<file path="src/rtl/seqgen_pkg.sv">
// rtl/seqgen_pkg.sv - shared state encodings and length saturation for the pattern sequence generator
package seqgen_pkg;

    // 2'b11 is deliberately left unnamed: it is the illegal encoding.
    typedef enum logic [1:0] {
        IDLE = 2'b00,
        SEND = 2'b01,
        DONE = 2'b10
    } state_t;

    localparam logic [1:0] STATE_ILLEGAL = 2'b11;

    // A requested length of zero or one beyond the register width means
    // "send the whole pattern".
    function automatic int unsigned eff_len(input int unsigned len,
                                            input int unsigned pat_w);
        if ((len == 0) || (len > pat_w)) begin
            return pat_w;
        end
        return len;
    endfunction

endpackage

</file>
<file path="src/rtl/seqgen_shreg.sv">
// rtl/seqgen_shreg.sv - left-justified load/shift register with bit down-counter and reload copy
module seqgen_shreg
    import seqgen_pkg::*;
#(
    parameter int PAT_W = 8,
    parameter int LEN_W = $clog2(PAT_W) + 1
) (
    input  logic             clk,
    input  logic             reset,
    input  logic             load,
    input  logic             shift,
    input  logic             reload,
    input  logic [PAT_W-1:0] pattern,
    input  logic [LEN_W-1:0] len,
    output logic             msb,
    output logic             last
);

    logic [PAT_W-1:0] shreg;
    logic [PAT_W-1:0] pat_latch;
    logic [LEN_W-1:0] len_latch;
    logic [LEN_W-1:0] cnt;

    // Load captures both the working copy and a pristine copy so a repeat can
    // restart the pattern without going back through IDLE.
    always_ff @(posedge clk) begin
        if (!reset) begin
            shreg     <= '0;
            pat_latch <= '0;
            len_latch <= '0;
            cnt       <= '0;
        end else if (load) begin
            shreg     <= pattern;
            pat_latch <= pattern;
            len_latch <= len;
            cnt       <= len;
        end else if (reload) begin
            shreg     <= pat_latch;
            cnt       <= len_latch;
        end else if (shift) begin
            shreg     <= {shreg[PAT_W-2:0], 1'b0};
            cnt       <= cnt - LEN_W'(1);
        end
    end

    // The bit currently on the line is always the top of the register.
    always_comb begin
        msb  = shreg[PAT_W-1];
        last = (cnt == LEN_W'(1));
    end

endmodule

</file>
<file path="src/rtl/tt_um_marxkar_seqgen.sv">
// rtl/tt_um_marxkar_seqgen.sv - serial pattern generator FSM top (optional SEQGEN_REPEAT_EN adds repeat_req)
module tt_um_marxkar_seqgen
    import seqgen_pkg::*;
#(
    parameter int PAT_W = 8,
    parameter int LEN_W = $clog2(PAT_W) + 1
) (
    input  logic             clk,
    input  logic             reset,
`ifdef SEQGEN_REPEAT_EN
    input  logic             repeat_req,
`endif
    input  logic             start,
    input  logic [PAT_W-1:0] pattern,
    input  logic [LEN_W-1:0] len,
    output logic             serial_out,
    output logic             bit_valid,
    output logic             busy,
    output logic             done,
    output logic [1:0]       present_state
);

    state_t           state;
    state_t           state_next;
    logic             rep;
    logic             load;
    logic             shift;
    logic             reload;
    logic             msb;
    logic             last;
    logic [LEN_W-1:0] len_sat;

`ifdef SEQGEN_REPEAT_EN
    assign rep = repeat_req;
`else
    assign rep = 1'b0;
`endif

    assign len_sat = LEN_W'(eff_len(32'(len), PAT_W));

    // Datapath strobes: start is only honoured in IDLE, so pattern/len
    // changes during a transfer never reach the register.
    always_comb begin
        load   = (state == IDLE) && start;
        shift  = (state == SEND);
        reload = (state == SEND) && last && rep;
    end

    seqgen_shreg #(
        .PAT_W (PAT_W),
        .LEN_W (LEN_W)
    ) u_shreg (
        .clk     (clk),
        .reset   (reset),
        .load    (load),
        .shift   (shift),
        .reload  (reload),
        .pattern (pattern),
        .len     (len_sat),
        .msb     (msb),
        .last    (last)
    );

    // State register.
    always_ff @(posedge clk) begin
        if (!reset) begin
            state <= IDLE;
        end else begin
            state <= state_next;
        end
    end

    // Next-state logic; the unused encoding falls back to IDLE.
    always_comb begin
        state_next = IDLE;
        case (state)
            IDLE:    state_next = start ? SEND : IDLE;
            SEND:    state_next = last ? (rep ? SEND : DONE) : SEND;
            DONE:    state_next = IDLE;
            default: state_next = IDLE;
        endcase
    end

    // Output decode; serial_out is gated so it is zero whenever no bit is valid.
    always_comb begin
        serial_out    = 1'b0;
        bit_valid     = 1'b0;
        busy          = 1'b0;
        done          = 1'b0;
        present_state = state;
        case (state)
            SEND: begin
                serial_out = msb;
                bit_valid  = 1'b1;
                busy       = 1'b1;
            end
            DONE: begin
                busy = 1'b1;
                done = 1'b1;
            end
            IDLE: begin
            end
            default: begin
            end
        endcase
    end

endmodule

</file>
<file path="config.mk">
export PLATFORM = sky130hd
export DESIGN_NAME = tt_um_marxkar_seqgen
export DESIGN_NICKNAME = d
export VERILOG_FILES = /design/src/rtl/seqgen_pkg.sv /design/src/rtl/seqgen_shreg.sv /design/src/rtl/tt_um_marxkar_seqgen.sv
export SDC_FILE = /design/constraint.sdc
export NUM_CORES = 1
export LEC_CHECK = 0
export BUFFER_PORTS_ARGS = -buffer_cell sky130_fd_sc_hd__buf_2
export CORE_MARGIN = 2
export CORE_UTILIZATION = 35
export CTS_CLUSTER_SIZE = 10
export DETAILED_ROUTE_END_ITERATION = 10
export GPL_ROUTABILITY_DRIVEN = 0
export GPL_TIMING_DRIVEN = 0
export PLACE_DENSITY = 0.7
export SETUP_SLACK_MARGIN = 0.4
export SYNTH_ARGS = -nofsm -noshare
export SYNTH_HDL_FRONTEND = slang
export SYNTH_SLANG_ARGS = --single-unit
</file>
<file path="constraint.sdc">
create_clock -name clk -period 1.4 [get_ports clk]
set_clock_uncertainty 0.1 [all_clocks]
set_input_delay 0.07 -clock clk [delete_from_list [all_inputs] [get_ports clk]]
set_output_delay 0.07 -clock clk [all_outputs]
set_load 0.01 [all_outputs]
</file>
==> results.toml <==
[clock_tree]
root_buffer = "clkbuf_4"
cts_buffer_depth = 2
cts_tree = "done"
cts_max_level = 1
clk_pin_slew_worst_paths_ns = 0.08
cts_inserted_buffers = 3
clock_latency_ns = 0.27
clock-sinks = 14

[yosys]
syn_inst = 77
synth-async-reset-ratio_pct = 0
synth_seq_cells = 14
yosysMostFrequentCell = "dfxtp_1"
yosysTopAreaCellShare_pct = 38.1
synth-simple-area-share_pct = 13.8
synth_xor_xnor_area_share_pct = 3.57
muxShareOfSynthArea_pct = 9.52
synth_top_flop_cell = "dfxtp_1"
mappedNetlistNets = 97
syn_area_um2 = 736
synth-compound-area-share_pct = 18.0
synthTopCellsByArea = "dfxtp_1 (38%), mux2i_1 (9.5%), ha_1 (8.5%)"
synth-adder-area-share_pct = 8.50
synth_top_cell_by_area = "dfxtp_1"
synth_top_family_by_area = "compound AO/OA/AOI/OAI gates"
yosys-top-cells-count = "dfxtp_1 (14), nand2_1 (8), inv_1 (7), mux2i_1 (7)"
syn_avg_cell_area_um2 = 9.55
synth_cell_type_count = 24
ys_seq_area_share_pct = 38.1
yosys_warnings = 0
synth-edff-count = 0

[worst_setup_path]
worstPathRequired_ns = 1.23
regToRegEndpoint = "u_shreg.cnt[0]$_SDFFE_PN0P_"
path_class = "reg2out"
rr_startpoint = "present_state[1]$_SDFF_PN0_"
crit_end = "serial_out"
cp-start-kind = "register"
critPathMaxFanout = 2
crit_start = "present_state[1]$_SDFF_PN0_"
cp.arrival_ns = 1.27
r2r_cells = 7
reg2reg_setup_slack_ns = -0.03
critPathCaptureType = "output pin"

[placement]
post-place-ws_ns = 0.00152
placedCellCount = 123
port_buffers = 19
dp_hpwl_um = 1130

[die]
die_area_um2 = 2480
core_um2 = 1980
ios = 21
std_cell_rows = 16
dieHeight_um = 49.8
start_util_pct = 37.1
die_w_um = 49.8

[finish]
num-fill-cells = 174
layout-drive-gt1-share_pct = 39.3
fin_util_pct = 59.3
final_cells = 144
fin_nets = 138
n_antenna_cell = 0
syn2layout_area_growth_pct = 59.9

[sta]
finalCriticalPeriod_ns = 1.44
max_freq_mhz = 695
whs_ns = 0.0354
finalSetupViolations = 6
drv_slew = 0
worst_slack_ns = -0.0391
tightestPinTransition_ns = 0.415
period_share_pct = 103
final_hold_viol_count = 0
rsz0062_at_grt = "true"
relSlewSlack_pct = 72.4

[status]
status = "complete, but fails checks"
violations = "setup timing"

[drt]
drc = 0
via_per_inst = 4.74
firstDrtPassIters = 4
vias = 683
wl_um = 1750
drtAntennaViolNets = 0
wl_per_cell_um = 12.2
drt-initial-drc-count = 3

[global_route]
antenna_found_initial = 0
grt_overflow = 0
grt_start_max_net_pins = 11
grt_pass1_wl_um = 3040
grtUsageTotal_pct = 16.1
first_global_vias = 693

[power_and_ir_drop]
pwr_density_cell_nw_per_um2 = 932
finalPower_mw = 1.10
vdd.ir_drop.worst_mv = 0.618
p_leak_nw = 0.528

[flow_run]
max_cap_violations = 0

[hold_path]
worstHoldPathType = "in2reg"
through the flow:
step	cell area, um2	setup TNS, ns
2_1_floorplan	762	0
3_3_place_gp	891	0
3_5_place_dp	891	0
4_1_cts	1160	-0.0945
5_1_grt	1180	-0.578
6_report	1180	-0.107
flip-flops by register name, summed over array words and instances, names as in the netlist:
name and flops:
u_shreg.cnt 4, u_shreg.shreg 8, present_state 2
layer usage:
| layer | GRT usage, % | wire length, um |
|---|---|---|
| met2 | 27.3 | 884 |
| met1 | 20.0 | 778 |
| met4 | 5.56 | 10 |
| met5 | 0 | 0 |
| met3 | 3.33 | 79 |
cell families after synthesis:
logic type / count (synthesis)
adder cells (fa/ha/maj): 5
buffers and inverters: 12
AO/OA/AOI/OAI: 18
AND/OR/NAND/NOR: 18
multiplexers: 7
XOR/XNOR: 3
flip-flops: 14
critical path: stages, from the launching register on:
cell and delay (ns):
dfxtp_2 0.34, inv_2 0.05, ha_4 0.15, buf_6 0.11, buf_8 0.11, and2_4 0.12, buf_6 0.11
what timing repair did:
action | 4_1_cts | 5_1_grt
resized for setup | 18 | 3
setup buffers | 5 | 0
pin swaps | 7 | 1
gates cloned | 1 | 0
hold endpoints to repair | 10 | 0
setup endpoints to repair | 18 | 19
hold buffers | 11 | 0
area by class of cell:
class                   instances  area (um2)  area share, %
plain buffers                   5        52.6           4.47
inverters                       7        26.3           2.23
multi-input cells              51         459           39.0
well taps                      27        33.8           2.87
flip-flops and latches         14         285           24.3
clock buffers                   4        36.3           3.09
repair buffers                 36         283           24.0
how the worst min path moves through the flow:
stage | startpoint | end | slack, ns | depth (start not counted)
2_1_floorplan | pattern[0] | u_shreg.shreg[0]$_SDFFE_PN0P_ | 0.12 | 2
3_3_place_gp | pattern[4] | u_shreg.shreg[4]$_SDFFE_PN0P_ | 0.21 | 2
3_5_place_dp | pattern[6] | u_shreg.shreg[6]$_SDFFE_PN0P_ | 0.22 | 2
4_1_cts | start | u_shreg.cnt[1]$_SDFFE_PN0P_ | 0.02 | 3
5_1_grt | start | u_shreg.cnt[1]$_SDFFE_PN0P_ | 0.05 | 3
6_report | start | u_shreg.cnt[1]$_SDFFE_PN0P_ | 0.04 | 3
power breakdown:
group | leakage, nW | internal (mW) | switching (mW)
registers | 0.117 | 0.440 | 0.0368
logic | 0.390 | 0.188 | 0.146
clock network | 0.0210 | 0.158 | 0.127
cells in the final DEF, fill, tap and decap left out, types with 3 or more instances in the layout:
master	count
a21oi_1	5
buf_2	15
a211oi_1	4
ha_4	3
buf_6	9
nand2_1	6
mux2i_1	7
dlygate4sd3_1	11
dfxtp_1	12
o211a_1	4
nor2_1	3
clkbuf_4	3
buf_4	4
inv_1	5
Note: power is estimated with default switching activity, not from simulation.
